`src/rtl/mic1_pkg.sv`:
```
// Shared types and constants for the MIC-1 memory controller.
package mic1_pkg;

  // Per-port request/ack FSM state.
  typedef enum logic {
    IDLE = 1'b0,
    BUSY = 1'b1
  } port_state_e;

  // Bit positions of the memory strobes within the MIR strobe field.
  localparam int unsigned MIR_WR_BIT    = 0;
  localparam int unsigned MIR_RD_BIT    = 1;
  localparam int unsigned MIR_FETCH_BIT = 2;

  localparam int unsigned ADDR_W_DEF = 32;
  localparam int unsigned DATA_W_DEF = 32;

endpackage

```
`src/rtl/mic1_mem_port.sv`:
```
// Generic request/ack port: captures address, write enable and write data on start,
// holds the request until ack. A start coincident with the ack chains straight into a
// new transaction without an idle cycle.
module mic1_mem_port
  import mic1_pkg::*;
#(
  parameter int unsigned AW = ADDR_W_DEF,
  parameter int unsigned DW = DATA_W_DEF
) (
  input  logic          clk,
  input  logic          rst,
  input  logic          start,
  input  logic          start_we,
  input  logic [AW-1:0] start_addr,
  input  logic [DW-1:0] start_wdata,
  output logic          req,
  output logic          we,
  output logic [AW-1:0] addr,
  output logic [DW-1:0] wdata,
  input  logic          ack,
  output logic          busy,
  output logic          done
);

  port_state_e   state_q, state_d;
  logic          we_q;
  logic [AW-1:0] addr_q;
  logic [DW-1:0] wdata_q;
  logic          accept;

  // Next state: IDLE -> BUSY on start, BUSY -> IDLE on ack unless chained.
  always_comb begin
    done    = (state_q == BUSY) && ack;
    accept  = start && ((state_q == IDLE) || done);
    state_d = state_q;
    if (accept) begin
      state_d = BUSY;
    end else if (done) begin
      state_d = IDLE;
    end
  end

  // State and request-field registers.
  always_ff @(posedge clk) begin
    if (rst) begin
      state_q <= IDLE;
      we_q    <= 1'b0;
      addr_q  <= '0;
      wdata_q <= '0;
    end else begin
      state_q <= state_d;
      if (accept) begin
        we_q    <= start_we;
        addr_q  <= start_addr;
        wdata_q <= start_wdata;
      end
    end
  end

  assign req   = (state_q == BUSY);
  assign busy  = req;
  assign we    = req && we_q;
  assign addr  = addr_q;
  assign wdata = wdata_q;

endmodule

```
`src/rtl/mic1_memctl.sv`:
```
// MIC-1 memory controller: word data port (MAR/MDR) and byte instruction port (PC/MBR).
// Optional one-byte instruction prefetch buffer: define MIC1_MEMCTL_PREFETCH_EN.
module mic1_memctl
  import mic1_pkg::*;
#(
  parameter int unsigned ADDR_W = ADDR_W_DEF,
  parameter int unsigned DATA_W = DATA_W_DEF
) (
  input  logic              clk,
  input  logic              rst,
  input  logic              rd,
  input  logic              wr,
  input  logic              fetch,
  input  logic [ADDR_W-1:0] MAR,
  input  logic [DATA_W-1:0] MDR_in,
  input  logic [ADDR_W-1:0] PC,
  output logic [DATA_W-1:0] MDR_out,
  output logic              mdr_load,
  output logic [7:0]        MBR,
  output logic              mbr_load,
  output logic              stall,
  output logic              proto_err,
  output logic              mem_req,
  output logic              mem_we,
  output logic [ADDR_W-1:0] mem_addr,
  output logic [DATA_W-1:0] mem_wdata,
  input  logic              mem_ack,
  input  logic [DATA_W-1:0] mem_rdata,
  output logic              imem_req,
  output logic [ADDR_W-1:0] imem_addr,
  input  logic              imem_ack,
  input  logic [7:0]        imem_rdata
);

  logic [2:0]        strb;
  logic              data_start, data_busy, data_done;
  logic              byte_start, byte_busy, byte_done, byte_stall;
  logic [ADDR_W-1:0] byte_start_addr;
  logic              unused_byte_we;
  logic [7:0]        unused_byte_wdata;
  logic              unused_byte;

  assign strb[MIR_WR_BIT]    = wr;
  assign strb[MIR_RD_BIT]    = rd;
  assign strb[MIR_FETCH_BIT] = fetch;

  // rd together with wr issues the write; the read is dropped.
  assign data_start = !stall && (strb[MIR_RD_BIT] || strb[MIR_WR_BIT]);
  assign stall      = data_busy || byte_stall;
  assign mdr_load   = data_done && !mem_we;

  mic1_mem_port #(.AW(ADDR_W), .DW(DATA_W)) u_data_port (
    .clk         (clk),
    .rst         (rst),
    .start       (data_start),
    .start_we    (strb[MIR_WR_BIT]),
    .start_addr  (MAR),
    .start_wdata (MDR_in),
    .req         (mem_req),
    .we          (mem_we),
    .addr        (mem_addr),
    .wdata       (mem_wdata),
    .ack         (mem_ack),
    .busy        (data_busy),
    .done        (data_done)
  );

  mic1_mem_port #(.AW(ADDR_W), .DW(8)) u_byte_port (
    .clk         (clk),
    .rst         (rst),
    .start       (byte_start),
    .start_we    (1'b0),
    .start_addr  (byte_start_addr),
    .start_wdata (8'h00),
    .req         (imem_req),
    .we          (unused_byte_we),
    .addr        (imem_addr),
    .wdata       (unused_byte_wdata),
    .ack         (imem_ack),
    .busy        (byte_busy),
    .done        (byte_done)
  );

  assign unused_byte = ^{unused_byte_we, unused_byte_wdata};

  // MDR capture and sticky protocol error.
  always_ff @(posedge clk) begin
    if (rst) begin
      MDR_out   <= '0;
      proto_err <= 1'b0;
    end else begin
      if (mdr_load) MDR_out <= mem_rdata;
      if (!stall && strb[MIR_RD_BIT] && strb[MIR_WR_BIT]) proto_err <= 1'b1;
    end
  end

`ifdef MIC1_MEMCTL_PREFETCH_EN
  logic              buf_valid_q, pf_q, pf_live_q, pend_q, hit_q;
  logic [ADDR_W-1:0] buf_addr_q, pend_addr_q;
  logic [7:0]        buf_data_q;
  logic              fetch_acc, wr_acc, start_pf, hit_take, join_same, join_diff;
  logic              mbr_from_port;

  assign fetch_acc = !stall && strb[MIR_FETCH_BIT];
  assign wr_acc    = !stall && strb[MIR_WR_BIT];
  // A prefetch nobody is waiting for must not freeze the sequencer.
  assign byte_stall    = (byte_busy && !pf_q) || pend_q;
  assign mbr_from_port = byte_done && (!pf_q || (fetch_acc && imem_addr == PC));
  assign mbr_load      = mbr_from_port || hit_q;

  // Byte port scheduling: chain after an ack, serve a buffer hit, join or queue behind
  // an outstanding prefetch, or start a plain demand fetch.
  always_comb begin
    byte_start      = 1'b0;
    byte_start_addr = PC;
    start_pf        = 1'b0;
    hit_take        = 1'b0;
    join_same       = 1'b0;
    join_diff       = 1'b0;
    if (byte_done && pend_q) begin
      byte_start      = 1'b1;
      byte_start_addr = pend_addr_q;
    end else if (byte_done && !pf_q) begin
      byte_start      = 1'b1;
      byte_start_addr = imem_addr + ADDR_W'(1);
      start_pf        = 1'b1;
    end else if (fetch_acc) begin
      if (byte_busy && !byte_done) begin
        join_same = (imem_addr == PC);
        join_diff = (imem_addr != PC);
      end else if (mbr_from_port || (buf_valid_q && buf_addr_q == PC)) begin
        byte_start      = 1'b1;
        byte_start_addr = PC + ADDR_W'(1);
        start_pf        = 1'b1;
        hit_take        = !byte_done;
      end else begin
        byte_start = 1'b1;
      end
    end
  end

  // Prefetch buffer, MBR and bookkeeping for outstanding prefetches.
  always_ff @(posedge clk) begin
    if (rst) begin
      MBR         <= '0;
      hit_q       <= 1'b0;
      buf_valid_q <= 1'b0;
      buf_addr_q  <= '0;
      buf_data_q  <= '0;
      pf_q        <= 1'b0;
      pf_live_q   <= 1'b0;
      pend_q      <= 1'b0;
      pend_addr_q <= '0;
    end else begin
      hit_q <= hit_take;
      if (hit_take) MBR <= buf_data_q;
      else if (mbr_from_port) MBR <= imem_rdata;
      if (byte_done && pf_q && !pend_q && !mbr_from_port) begin
        buf_valid_q <= pf_live_q;
        buf_addr_q  <= imem_addr;
        buf_data_q  <= imem_rdata;
      end
      if (byte_start && start_pf) buf_valid_q <= 1'b0;
      if (wr_acc) buf_valid_q <= 1'b0;
      if (byte_start) pf_q <= start_pf;
      else if (byte_done || join_same) pf_q <= 1'b0;
      // A write after the prefetch was issued makes its byte stale.
      if (byte_start) pf_live_q <= !wr_acc;
      else if (wr_acc) pf_live_q <= 1'b0;
      if (byte_done) pend_q <= 1'b0;
      else if (join_diff) begin
        pend_q      <= 1'b1;
        pend_addr_q <= PC;
      end
    end
  end
`else
  assign byte_start      = !stall && strb[MIR_FETCH_BIT];
  assign byte_start_addr = PC;
  assign byte_stall      = byte_busy;
  assign mbr_load        = byte_done;

  // MBR capture on byte-port ack.
  always_ff @(posedge clk) begin
    if (rst) MBR <= '0;
    else if (byte_done) MBR <= imem_rdata;
  end
`endif

endmodule

```
`config.mk`:
```
export PLATFORM = sky130hd
export DESIGN_NAME = mic1_memctl
export DESIGN_NICKNAME = d
export VERILOG_FILES = /design/src/rtl/mic1_pkg.sv /design/src/rtl/mic1_mem_port.sv /design/src/rtl/mic1_memctl.sv
export SDC_FILE = /design/constraint.sdc
export NUM_CORES = 1
export LEC_CHECK = 0
export BUFFER_PORTS_ARGS = -buffer_cell sky130_fd_sc_hd__buf_2
export CORE_ASPECT_RATIO = 0.7
export CORE_MARGIN = 4
export CORE_UTILIZATION = 41
export CTS_CLUSTER_SIZE = 30
export DETAILED_ROUTE_END_ITERATION = 6
export MAX_ROUTING_LAYER = met4
export PLACE_DENSITY = 0.76
export SYNTH_ARGS = -nofsm -noshare
export SYNTH_HDL_FRONTEND = slang
export SYNTH_SLANG_ARGS = --single-unit
```
`constraint.sdc`:
```
create_clock -name clk -period 1.3 [get_ports clk]
set_input_delay 0.195 -clock clk [delete_from_list [all_inputs] [get_ports clk]]
set_output_delay 0.195 -clock clk [all_outputs]
set_load 0.005 [all_outputs]
```
==> flow_summary.yaml, run 1 <==
detailed_routing:
  route.detailed.drc: 0
  vias: 5110
  final_antenna_net_count: 0
  post_drt_wl_per_cell_um: 13.79
  drtIter0Drc: 260
  wl_mm: 15.40
  drtPass1Iterations: 5
  viasPerCell: 4.575
timing:
  worst_slew_pin_slew_ns: 0.3464
  rsz0062_at_grt: "yes"
  finalHoldViolations: 0
  clock_skew_ns: 0.01348
  fin_crit_ns: 1.338
  tns_ns: -0.1222
  final-setup-viol-count: 13
  min_period_over_period_pct: 102.9
  fin_ws_ns: -0.03819
  fmax_mhz: 747.3
  maxSlewViolCount: 0
  whs_ns: 0.02237
  slew_headroom_pct: 76.91
outcome:
  status: "finished, violations left"
  violations: "negative setup slack"
floorplanning:
  initial_core_util_pct: 42.02
  ios: 286
  die_area_um2: 15460
  die_x_um: 146.9
  coreArea_um2: 13180
  die_h_um: 105.2
  std_cell_rows: 35
final_layout:
  final_nets: 1062
  area_growth_pct: 46.80
  mostFrequentLayoutCells: "buf_2 (283), dfxtp_1 (137), nand2_1 (136)"
  layout_commonest_cell: "buf_2"
  stdcell_count: 1117
  n_antenna_cell: 0
  finish.utilization_pct: 61.69
  drive_above_1_share_pct: 39.48
  fin_area_um2: 8132
clock_tree:
  cts_root_buffer: "clkbuf_16"
  numCtsBuffers: 17
  clock_sinks: 140
  htreeDepth: 4
  cts_tree: "yes"
  clockBufferDepth: 2
  clkTransAtPathRegs_ns: 0.06
  worst_skew_pair.late_latency_ns: 0.41
setup_path:
  critPathCaptureType: "output pin"
  rrSetupSlack_ns: -0.01
  critPathRequiredTime_ns: 1.11
  worstSetupStartpointType: "flop"
  reg2reg_to: "u_data_port.addr[11]"
  crit_arrival_ns: 1.14
  r2r-start: "u_byte_port.busy"
  critical_path_class: "reg -> out"
  rr_worst_depth: 4
  worstPathMaxFanout: 3
place:
  place_area_um2: 7182
  io_buffers: 285
  globalplace.congestion: 0.7969
  pre_cts_ws_ns: 0.04116
  dp.cells: 1059
  dp_hpwl_mm: 10.80
worst_hold_path:
  worstHoldPathType: "in -> reg"
  whs_path_depth: 3
  min_to: "MDR_out[21]"
  min_from: "mem_rdata[21]"
global_routing:
  grt.busiest_layer: "met2"
  grtUsageTotal_pct: 18.83
  grt_max_degree: 113
  grt.met3_usage_pct: 6.059
  grt_first_pass_wirelength_mm: 23.09
  grt_use_met1_pct: 23.23
  grt_pass1_vias: 4798
  antenna_found_initial: 0
  grt-ovfl-total: 0
  met2_usage_pct: 29.81
power:
  powerDensity_nw_per_um2: 1404
  peakVddDrop_uv: 817.4
  power_mw: 11.41
  leakage_nw: 3.906
synthesis:
  synth_area_per_cell_um2: 9.051
  netlist_area_um2: 5539
  yosys_warnings: 0
  yosysSeqAreaShare_pct: 50.60
  synth_cells: 612
  syn_nets: 755
  ys_seq_elements: 140
  synth_cell_types: 23
job:
  cap_violations: 0
==> how the worst max path moves through the flow <==
stage / start / endpoint / slack (ns) / cells after the start
after floorplan: u_data_port.busy / u_byte_port.addr[0] / 0.03 / 5
after global placement: u_data_port.busy / u_data_port.wdata[3] / 0.08 / 4
after detailed placement: u_data_port.busy / u_data_port.wdata[2] / 0.04 / 4
after CTS: u_data_port.we_q / mdr_load / -0.08 / 3
after global routing: u_data_port.busy / mdr_load / -0.11 / 3
final: u_data_port.we_q / mdr_load / -0.04 / 3
==> worst max-delay path: stages, from the launching register on <==
cell      delay [ns]
dfxtp_2         0.32
nand3b_1        0.22
inv_2           0.11
buf_6           0.09
==> layer usage <==
metal | wire, µm | part of all wire, % | up-vias
li1 | - | - | 2592
met1 | 6740 | 44 | 2308
met2 | 7379 | 48 | 196
met3 | 1090 | 7.1 | 14
met4 | 190 | 1.2 | 0
met5 | 0 | 0 | -
==> cell type report <==
class,count,area [µm²]
inverters,3,11.26
clock buffers,18,439.2
well taps,185,231.5
multi-input cells,425,2517
fillers,1138,5050
repair buffers,332,1977
flip-flops and latches,140,2811
clock inverters,14,143.9
==> sequential cells by signal, indices dropped and copies added (netlist names) <==
| signal | count |
|---|---|
| MBR | 8 |
| MDR_out | 32 |
| proto_err | 1 |
| u_byte_port.addr | 32 |
| u_byte_port.busy | 1 |
| u_data_port.addr | 32 |
| u_data_port.busy | 1 |
| u_data_port.wdata | 32 |
| u_data_port.we_q | 1 |
==> logic make-up after synthesis <==
group                  share of synthesized area, %
AOI/OAI and AO/OA                             7.296
DFF                                           50.60
and+or+nand+nor                               25.57
muxes                                         11.57
buffers and inverters                         4.969
==> power breakdown <==
group / total (mW) / switching (mW) / internal (mW)
clock network: 4.78 / 2.02 / 2.76
registers: 4.79 / 0.172 / 4.62
logic: 1.83 / 0.847 / 0.988
total: 11.4 / 3.04 / 8.37
==> cell usage after synthesis <==
| cell type | instances | share of area (%) |
|---|---|---|
| dfxtp_1 | 140 | 51 |
| nand2_1 | 138 | 9.4 |
| nand2b_1 | 130 | 15 |
| a21oi_1 | 75 | 6.8 |
| mux2i_1 | 64 | 12 |
| buf_2 | 19 | 1.7 |
| clkbuf_1 | 17 | 1.2 |
| nand3_1 | 8 | 0.72 |
| buf_8 | 6 | 1.6 |
| inv_1 | 2 | 0.14 |
| a21bo_2 | 1 | 0.18 |
| a31oi_1 | 1 | 0.11 |
| and2_1 | 1 | 0.11 |
| buf_1 | 1 | 0.068 |
| buf_6 | 1 | 0.20 |
| inv_2 | 1 | 0.068 |
| nand3b_1 | 1 | 0.14 |
| nor2_1 | 1 | 0.068 |
| nor2_2 | 1 | 0.11 |
| nor3b_2 | 1 | 0.23 |
| o21a_1 | 1 | 0.14 |
| o21ai_0 | 1 | 0.090 |
| or3b_1 | 1 | 0.16 |
==> what timing repair did <==
item | CTS | global route
setup endpoints to repair | 6 | 76
pin swaps | 2 | 0
gates resized for setup | 14 | 21
setup buffers | 3 | 7
gates cloned | 0 | 5
hold buffers | 12 | 0
endpoints found under the hold margin | 12 | 0
(Power assumes the default switching activity.)
==> run 2, diff against run 1 <==
--- a/config.mk
+++ b/config.mk
@@ -13,6 +13,7 @@
 export DETAILED_ROUTE_END_ITERATION = 6
 export MAX_ROUTING_LAYER = met4
 export PLACE_DENSITY = 0.76
+export SETUP_SLACK_MARGIN = 0.05
 export SYNTH_ARGS = -nofsm -noshare
 export SYNTH_HDL_FRONTEND = slang
 export SYNTH_SLANG_ARGS = --single-unit
==> flow_summary.yaml, run 2 (synthesized netlist as in run 1, its figures left out) <==
outcome:
  status: "finished, violations left"
  violations: "negative setup slack"
timing:
  finalHoldViolations: 0
  clock_skew_ns: 0.006890
  final-setup-viol-count: 3
  whs_ns: 0.02730
  slew_headroom_pct: 78.64
  fin_crit_ns: 1.353
  worst_slew_pin_slew_ns: 0.3204
  fin_ws_ns: -0.05268
  rsz0062_at_grt: "yes"
  maxSlewViolCount: 0
  min_period_over_period_pct: 104.1
  fmax_mhz: 739.3
global_routing:
  grt_first_pass_wirelength_mm: 23.63
  met2_usage_pct: 30.99
  grtUsageTotal_pct: 19.25
  antenna_found_initial: 0
  grt-ovfl-total: 0
  grt_max_degree: 109
  grt.met3_usage_pct: 6.532
  grt_use_met1_pct: 23.48
  grt.busiest_layer: "met2"
  grt_pass1_vias: 4771
clock_tree:
  cts_root_buffer: "clkbuf_16"
  numCtsBuffers: 17
  clkTransAtPathRegs_ns: 0.06
  cts_tree: "yes"
  postCtsHoldBufs: 0
  clockBufferDepth: 2
  htreeDepth: 4
  clock_sinks: 140
  worst_skew_pair.late_latency_ns: 0.40
setup_path:
  worstSetupStartpointType: "flop"
  rr_worst_depth: 6
  critPathRequiredTime_ns: 1.11
  critical_path_class: "reg -> out"
  crit_arrival_ns: 1.16
  critPathCaptureType: "output pin"
  worstPathMaxFanout: 7
final_layout:
  finish.utilization_pct: 62.32
  final_nets: 1054
  multi_input_area_um2: 2520
  stdcell_count: 1109
  drive_above_1_share_pct: 40.37
  mostFrequentLayoutCells: "buf_2 (282), dfxtp_1 (138), nand2_1 (136)"
  n_fill_cell: 1144
  n_antenna_cell: 0
  regArea_um2: 2810
  area_growth_pct: 48.29
  layout_commonest_cell: "buf_2"
floorplanning:
  ios: 286
  std_cell_rows: 35
  die_h_um: 105.2
  coreArea_um2: 13180
  die_area_um2: 15460
  initial_core_util_pct: 42.02
  die_x_um: 146.9
worst_hold_path:
  whs_path_depth: 3
  worstHoldPathType: "in -> reg"
power:
  power_mw: 11.92
  peakVddDrop_uv: 748.7
  leakage_nw: 3.941
  powerDensity_nw_per_um2: 1451
detailed_routing:
  wl_mm: 15.76
  viasPerCell: 4.569
  final_antenna_net_count: 0
  post_drt_wl_per_cell_um: 14.21
  drtPass1Iterations: 4
  route.detailed.drc: 0
  vias: 5067
  drtIter0Drc: 226
place:
  pre_cts_ws_ns: 0.05000
  dp_hpwl_mm: 11.06
  globalplace.congestion: 0.8100
  dp.cells: 1060
  io_buffers: 285
job:
  cap_violations: 0
## run 2: cell types whose count changed in the layout (fill, tap and decap cells not counted), sizes merged
cell         before  now
inv              13    6
buf             318  319
dlygate4sd3      12    0
clkinv            2    4
bufinv            1    4
clkbuf           20   25
## run 2: repair_timing
action,4_1_cts,5_1_grt
setup buffers,3,4
endpoints found under the setup margin,8,108
pin swaps,3,3
resized for setup,23,17
gates cloned,3,7
## run 2: metrics by stage
stage | TNS (ns) | instance area [µm²]
2_1_floorplan | 0 | 5540
3_3_place_gp | 0 | 7203
3_5_place_dp | 0 | 7203
4_1_cts | -0.1964 | 7950
5_1_grt | -0.4155 | 8214
6_report | -0.09849 | 8214
## run 2: power breakdown
group / total (mW) / switching [mW] / leakage [nW] / internal (mW)
sequential: 4.79 / 0.171 / 1.15 / 4.62
clock: 5.15 / 1.86 / 0.306 / 3.29
combinational: 1.97 / 0.885 / 2.49 / 1.09
total: 11.9 / 2.92 / 3.94 / 9.00
## run 2: layer usage
metal  up-vias  wire, µm
met5         -         0
li1       2573         -
met4         0       135
met3        11      1243
met2       190      7726
met1      2293      6658
## run 2: cell type report
type / count / area share [%]
Tap cell: 185 / 2.818
Clock inverter: 12 / 2.254
Clock buffer: 20 / 5.438
Timing Repair Buffer: 324 / 24.46
Sequential cell: 140 / 34.21
Multi-Input combinational cell: 425 / 30.68
Inverter: 3 / 0.1371
## run 2: worst paths after layout
kind                             from                    to  slack [ns]
setup / recovery     u_data_port.busy              mdr_load       -0.05
hold / removal          mem_rdata[27]           MDR_out[27]        0.03
hold reg to reg   u_byte_port.addr[6]   u_byte_port.addr[6]        0.45
setup reg to reg     u_data_port.busy  u_byte_port.addr[16]        0.03
## run 2: worst max-delay path: stages (launching register included)
cell and delay, ns:
dfxtp_4 0.39, nand3b_1 0.15, inv_2 0.10, buf_2 0.11
